===== src/rtl/dc_out_cal.sv =====
// dc_out_cal: per-channel gain/intercept calibration of DC offset words into saturated DAC codes.
// Define DC_SLEW_EN to add per-lane slew limiting of the output code (slew_step per valid pass).
module dc_out_cal #(
    parameter int NUM_CH    = 2,
    parameter int IN_W      = 16,
    parameter int DAC_W     = 12,
    parameter int SLOPE_W   = 16,
    parameter int CAL_SCALE = 11,
    parameter int IN_SHIFT  = 3,
    parameter int STEP_W    = 12
) (
    input  logic                      clk,
    input  logic                      reset,
    input  logic                      sample_tick,
    input  logic [NUM_CH-1:0]         enable,
    input  logic [NUM_CH*IN_W-1:0]    dc_ofs,
    input  logic [NUM_CH*SLOPE_W-1:0] slope,
    input  logic [NUM_CH*DAC_W-1:0]   intercept,
    input  logic                      clip_clr,
    input  logic [STEP_W-1:0]         slew_step,
    output logic [NUM_CH*DAC_W-1:0]   dac_word,
    output logic                      dac_valid,
    output logic [NUM_CH-1:0]         clip
);
    localparam int PROD_W = IN_W + SLOPE_W;
    localparam int SUM_W  = PROD_W + 1;
    localparam logic signed [SUM_W-1:0] MID_S = SUM_W'(2 ** (DAC_W - 1));
    localparam logic signed [SUM_W-1:0] MAX_S = SUM_W'((2 ** DAC_W) - 1);
    localparam logic [DAC_W-1:0] MID_CODE = {1'b1, {(DAC_W - 1){1'b0}}};
`ifdef DC_SLEW_EN
    localparam int CW = (DAC_W > STEP_W) ? DAC_W : STEP_W;
`endif

    // Pass-valid chain; the pipeline advances on these, independent of tick spacing.
    logic v1_reg, v2_reg, v3_reg, dac_valid_reg;

    always_ff @(posedge clk or posedge reset) begin
        if (reset) begin
            v1_reg        <= 1'b0;
            v2_reg        <= 1'b0;
            v3_reg        <= 1'b0;
            dac_valid_reg <= 1'b0;
        end else begin
            v1_reg        <= sample_tick;
            v2_reg        <= v1_reg;
            v3_reg        <= v2_reg;
            dac_valid_reg <= v3_reg;
        end
    end

    assign dac_valid = dac_valid_reg;

`ifndef DC_SLEW_EN
    logic unused_slew;
    assign unused_slew = ^slew_step;
`endif

    genvar gi;
    generate
        for (gi = 0; gi < NUM_CH; gi++) begin : g_lane
            logic signed [IN_W-1:0]    s1_reg;
            logic signed [SLOPE_W-1:0] slope1_reg;
            logic signed [DAC_W-1:0]   icpt1_reg, icpt2_reg;
            logic                      en1_reg, en2_reg, en3_reg;
            logic signed [PROD_W-1:0]  p2_reg;
            logic [DAC_W-1:0]          tgt3_reg;
            logic                      sat3_reg;
            logic [DAC_W-1:0]          code_reg;
            logic                      clip_reg;
            logic signed [PROD_W-1:0]  g;
            logic signed [SUM_W-1:0]   u;
            logic [DAC_W-1:0]          tgt_next;
            logic                      sat_next;
            logic [DAC_W-1:0]          code_next;

            // Calibrated code at one bit of headroom over the product, then clamp.
            always_comb begin
                g        = p2_reg >>> CAL_SCALE;
                u        = {g[PROD_W-1], g}
                         + {{(SUM_W - DAC_W){icpt2_reg[DAC_W-1]}}, icpt2_reg}
                         + MID_S;
                tgt_next = u[DAC_W-1:0];
                sat_next = 1'b0;
                if (u[SUM_W-1]) begin
                    tgt_next = '0;
                    sat_next = 1'b1;
                end else if (u > MAX_S) begin
                    tgt_next = '1;
                    sat_next = 1'b1;
                end
            end

`ifdef DC_SLEW_EN
            logic [CW-1:0] diff_w;
            logic [CW-1:0] step_w;

            // A zero step means unlimited; otherwise move at most step toward the target.
            always_comb begin
                step_w    = CW'(slew_step);
                diff_w    = (tgt3_reg >= code_reg) ? CW'(tgt3_reg - code_reg)
                                                   : CW'(code_reg - tgt3_reg);
                code_next = tgt3_reg;
                if (step_w != '0 && diff_w > step_w) begin
                    if (tgt3_reg > code_reg)
                        code_next = code_reg + step_w[DAC_W-1:0];
                    else
                        code_next = code_reg - step_w[DAC_W-1:0];
                end
            end
`else
            always_comb begin
                code_next = tgt3_reg;
            end
`endif

            always_ff @(posedge clk or posedge reset) begin
                if (reset) begin
                    s1_reg     <= '0;
                    slope1_reg <= '0;
                    icpt1_reg  <= '0;
                    icpt2_reg  <= '0;
                    en1_reg    <= 1'b0;
                    en2_reg    <= 1'b0;
                    en3_reg    <= 1'b0;
                    p2_reg     <= '0;
                    tgt3_reg   <= MID_CODE;
                    sat3_reg   <= 1'b0;
                    code_reg   <= MID_CODE;
                    clip_reg   <= 1'b0;
                end else begin
                    if (sample_tick) begin
                        s1_reg     <= $signed(dc_ofs[gi*IN_W +: IN_W]) >>> IN_SHIFT;
                        slope1_reg <= $signed(slope[gi*SLOPE_W +: SLOPE_W]);
                        icpt1_reg  <= $signed(intercept[gi*DAC_W +: DAC_W]);
                        en1_reg    <= enable[gi];
                    end
                    if (v1_reg) begin
                        p2_reg    <= PROD_W'(s1_reg) * PROD_W'(slope1_reg);
                        icpt2_reg <= icpt1_reg;
                        en2_reg   <= en1_reg;
                    end
                    if (v2_reg) begin
                        tgt3_reg <= tgt_next;
                        sat3_reg <= sat_next;
                        en3_reg  <= en2_reg;
                    end
                    if (v3_reg && en3_reg)
                        code_reg <= code_next;
                    // A new saturation event overrides a simultaneous clear.
                    clip_reg <= (clip_reg & ~clip_clr) | (v3_reg & en3_reg & sat3_reg);
                end
            end

            assign dac_word[gi*DAC_W +: DAC_W] = code_reg;
            assign clip[gi]                    = clip_reg;
        end
    endgenerate
endmodule


===== config.mk =====
export PLATFORM = sky130hd
export DESIGN_NAME = dc_out_cal
export DESIGN_NICKNAME = d
export VERILOG_FILES = /design/src/rtl/dc_out_cal.sv
export SDC_FILE = /design/constraint.sdc
export NUM_CORES = 2
export LEC_CHECK = 0
export ABC_AREA = 1
export CAP_MARGIN = 30
export CORE_UTILIZATION = 40
export DETAILED_ROUTE_END_ITERATION = 8
export GPL_TIMING_DRIVEN = 1
export HOLD_SLACK_MARGIN = 0.1
export PLACE_DENSITY = 0.68
export SKIP_LAST_GASP = 1
export SYNTH_ARGS = -nofsm -noshare
export SYNTH_HDL_FRONTEND = slang
export SYNTH_SLANG_ARGS = --single-unit

===== constraint.sdc =====
create_clock -name clk -period 7.7 [get_ports clk]
set_input_delay 1.54 -clock clk [delete_from_list [all_inputs] [get_ports clk]]
set_output_delay 1.54 -clock clk [all_outputs]
set_load 0.02 [all_outputs]

# ---- Word level (Yosys, flattened, before mapping)
# Cells that the tools add are included.
dict set report word_totals {
  wordCells 55
  out_inout_bits 27
  ff_bits 226
}
dict set report op_classes {
  n_addsub 4
  mux 8
  reduce_logical 2
  bitwise 9
  order_cmp 2
  multipliers 2
}
# operator count
set ops {}
lappend ops {{multiplier 13 x 16 -> 29 bit} 2}
lappend ops {{two-way mux 12 bit} 4}
lappend ops {{adder 19 x 13 -> 20 bit, second input constant} 2}
lappend ops {{> comparator 20 x 13 -> 1 bit, second input constant} 2}
lappend ops {{adder 18 x 12 -> 19 bit} 2}
lappend ops {{AND 1 bit} 6}
lappend ops {{two-way mux 1 bit} 4}
lappend ops {{logical AND 1 bit} 2}
lappend ops {{OR 1 bit} 2}
lappend ops {{NOT 1 bit} 1}

# ---- Logic depth before layout (Yosys ltp)
dict set report depth {
  depth_word 5
  ltp_mapped 27
}

# ---- Worst setup path before layout
# No wires, ideal clock.
dict set report synth_timing {
  kind {reg-to-reg}
  startpoint {reg g_lane[1].s1_reg[4]}
  endpoint {reg g_lane[1].p2_reg[23]}
  required_ns 7.582
  arrival_time_ns 5.274
  period_less_slack_ns 5.392
  setup_ns 0.118
  stages_incl_launch_ff 21
  path_buffers 2
  setup_slack_ns 2.308
  path_cell_list {dfrtp_1 clkbuf_1 clkbuf_1 nand2_1 fa_1 inv_1 fa_1 inv_1 fa_1 fa_1 fa_1 inv_1 fa_1 ha_1 a21oi_1 o21ai_0 a21oi_1 o211ai_1 or2_2 nand3_1 nand2_1}
}
dict set report synth_between {
  elab_chain_len 1
}
# element line_no
set synth_lines {}
lappend synth_lines {{start, declared} 61} ;# logic signed [IN_W-1:0] s1_reg;
lappend synth_lines {{start signal, assigned} 132} ;# s1_reg <= $signed(dc_ofs[gi*IN_W +: IN_W]) >>> IN_SHIFT;
lappend synth_lines {{multiplier 13 x 16 -> 29 bit} 138} ;# p2_reg <= PROD_W'(s1_reg) * PROD_W'(slope1_reg);
lappend synth_lines {{end signal, assigned} 138}
lappend synth_lines {{end, declared} 65} ;# logic signed [PROD_W-1:0] p2_reg;
# No other way between the ends.
# A chain may end at the register's enable or synchronous reset.

# ---- Worst setup path in the final report
dict set report layout_timing {
  startpoint {reg g_lane[1].s1_reg[4]}
  endpoint {reg g_lane[1].p2_reg[21]}
}
# Same word-level chain as after synthesis.

==> impl_metrics.tcl <==
set metrics [dict create \
    place_congestion 0.883 \
    drive_gt1_frac 0.0544 \
    ant_nets 0 \
    cts_setup_buffers 0 \
    cp_slowest_stage_delay_ps 770 \
    synth_cell_types 44 \
    avgViaCountPerCell 4.77 \
    path_cells "nand2_1, fa_1, inv_1, fa_1, inv_1, fa_1, inv_1, fa_1, inv_1, fa_1, inv_1, fa_1, ha_1, a21oi_1, o21ai_0, a21oi_1, nand2_1, nand2_1, nand2_1, nand2_1, nand3_1, a31oi_1" \
    grt_pass1_wl_mm 100 \
    setup_viol 0 \
    coreArea_mm2 0.0645 \
    synth_async_sr_flop_share 1.00 \
    synth_top_family_by_area "adder cells" \
    gr-total-overflow 0 \
    start_kind "flip-flop" \
    die_x_um 258 \
    placed_area_mm2 0.0279 \
    path_class "flip-flop to flip-flop" \
    syn_area_per_cell_um2 8.16 \
    grt_start_max_net_pins 90 \
    rsz0062_at_grt "false" \
    status "completed" \
    io_pins 133 \
    synth_nets 3906 \
    relSlewSlack 0.416 \
    fin_crit_sh 0.770 \
    worstPathArrival_ps 6420 \
    multi_input_area_mm2 0.0177 \
    wl_per_cell_um 14.1 \
    yosysSeqAreaShare 0.196 \
    regArea_mm2 0.00511 \
    drt_pass1_iterations 5 \
    wirelength_mm 57.9 \
    yosys.area_share.simple 0.180 \
    skew_ps 37.4 \
    largest_reg_flops 36 \
    clock.fmax_mhz 169 \
    dieArea_mm2 0.0664 \
    synth_xor_area_frac 0.0163 \
    fin_nets 3939 \
    drc 0 \
    clk_latency_ps 580 \
    cts-resized-gates 0 \
    ys.flop_type "dfrtp_1" \
    nFillCells 6382 \
    synth_top_area_share 0.299 \
    diodes 0 \
    max-clock-path-buffers 3 \
    hpwl_mm 48.0 \
    cts_sinks 204 \
    yosysWarningCount 0 \
    clkSlewWorstSetupHoldPaths_ps 60 \
    cts_tree "built" \
    crit_top_cell "fa_1" \
    muxShareOfSynthArea 0.0327 \
    design_area_mm2 0.0288 \
    cts-hold-fix-buffers 0 \
    track_usage 0.182 \
    yosys.area_share.adder 0.398 \
    yosys.cell_count.top_type "nand2_1" \
    portBuffers 114 \
    cts_root_buf "clkbuf_16" \
    maxCapViolCount 0 \
    hp-class "flip-flop to flip-flop" \
    cp_slowest_cell "dfrtp_1" \
    cp.required_ps 8190 \
    synth_area_leaders "fa_1, dfrtp_1, nand2_1" \
    antenna_found_initial 1 \
    slew_violations 0 \
    syn_inst 3202 \
    synth_compound_area_frac 0.0485 \
    crit_path_max_fanout 17 \
    drt_iter0_markers 1162 \
    grt_pass1_vias 20348 \
    die_h_um 258 \
    vias 19624 \
    ys_ff_latch 204 \
    synth.cell_area_mm2 0.0261 \
    fin_crit_ps 5930 \
    numCtsBuffers 26 \
    htreeDepth 1 \
    rows 93 \
    final-hold-violation-count 0 \
    tightest_slew_ps 876 \
    synth_common_cells "nand2_1, inv_1, fa_1" \
    area_growth_pct 10.4 \
    floorplan.initialDensity 0.405 \
    fin_tns_setup_ps 0 \
    cp-end-kind "flip-flop" \
    synth_largest_area_cell "fa_1" \
    synth_edf_count 0 \
]
through the flow:
step / util / instances / hold slack, ps / worst slack (ps)
after floorplan: - / 3202 / 395 / 599
after detailed placement: 0.433 / 4061 / 422 / 1790
after global routing: 0.447 / 4110 / 446 / 1340
final: 0.447 / 4110 / 442 / 1770
after global placement: 0.433 / 4060 / 411 / 1850
after CTS: 0.447 / 4109 / 435 / 1760
layout make-up:
class	count	area share
Multi-Input combinational cell	2115	0.613
Sequential cell	204	0.177
Inverter	766	0.100
Timing Repair Buffer	122	0.0423
Tap cell	855	0.0371
Clock buffer	37	0.0257
Clock inverter	11	0.00508
layout by cell type, fill, tap and decap left out, types with 16 or more instances in the layout:
master | synthesis | final
clkdlybuf4s50_1 | 0 | 113
o21ai_0 | 111 | 111
a31oi_1 | 19 | 19
xnor2_1 | 32 | 32
nor3_1 | 19 | 19
fa_1 | 390 | 390
mux2_2 | 76 | 76
a21oi_1 | 80 | 80
nand2_1 | 882 | 882
nand2_2 | 16 | 16
nor2_1 | 101 | 101
ha_1 | 208 | 208
nand4_1 | 18 | 18
nand3_1 | 82 | 82
dfrtp_1 | 200 | 199
inv_1 | 764 | 762
clkbuf_16 | 0 | 26
per-layer routing:
metal | vias to the layer above | part of all wire | GRT usage
met5 | - | 0.00022 | 0
met4 | 2 | 0.018 | 0.0352
met3 | 76 | 0.048 | 0.0240
met2 | 393 | 0.45 | 0.295
met1 | 9572 | 0.49 | 0.262
li1 | 9581 | - | -
logic make-up (layout without fill, tap and decap cells):
logic type,Yosys count,count (layout)
XOR/XNOR,47,47
adder cells (fa/ha/maj),598,598
buffers and inverters,883,936
AND/OR/NAND/NOR,1158,1158
flip-flops,204,204
AO/OA/AOI/OAI,236,236
multiplexers,76,76
path summary, 6_finish.rpt:
kind | start | endpoint | slack [ps] | cells after the start
max | g_lane[1].s1_reg[4] | g_lane[1].p2_reg[21] | 1770 | 22
min | v3_reg | dac_valid | 440 | 0
max reg2reg | g_lane[1].s1_reg[4] | g_lane[1].p2_reg[21] | 1770 | 22
min reg2reg | v3_reg | dac_valid | 440 | 0
max in group asynchronous | reset | g_lane[0].s1_reg[7] | 4910 | 3
min in group asynchronous | reset | g_lane[1].code_reg[5] | 1460 | 2
worst max-delay path: cells and delay by family (launching register included):
family	cells	cell delay, ps
AO/OA/AOI/OAI	4	870
adder cells (fa/ha/maj)	7	3240
buffers and inverters	5	310
flip-flops	1	770
AND/OR/NAND/NOR	6	680
Power is not shown: default switching activity piles up to over one toggle a cycle in this logic, so the estimate is an artifact.
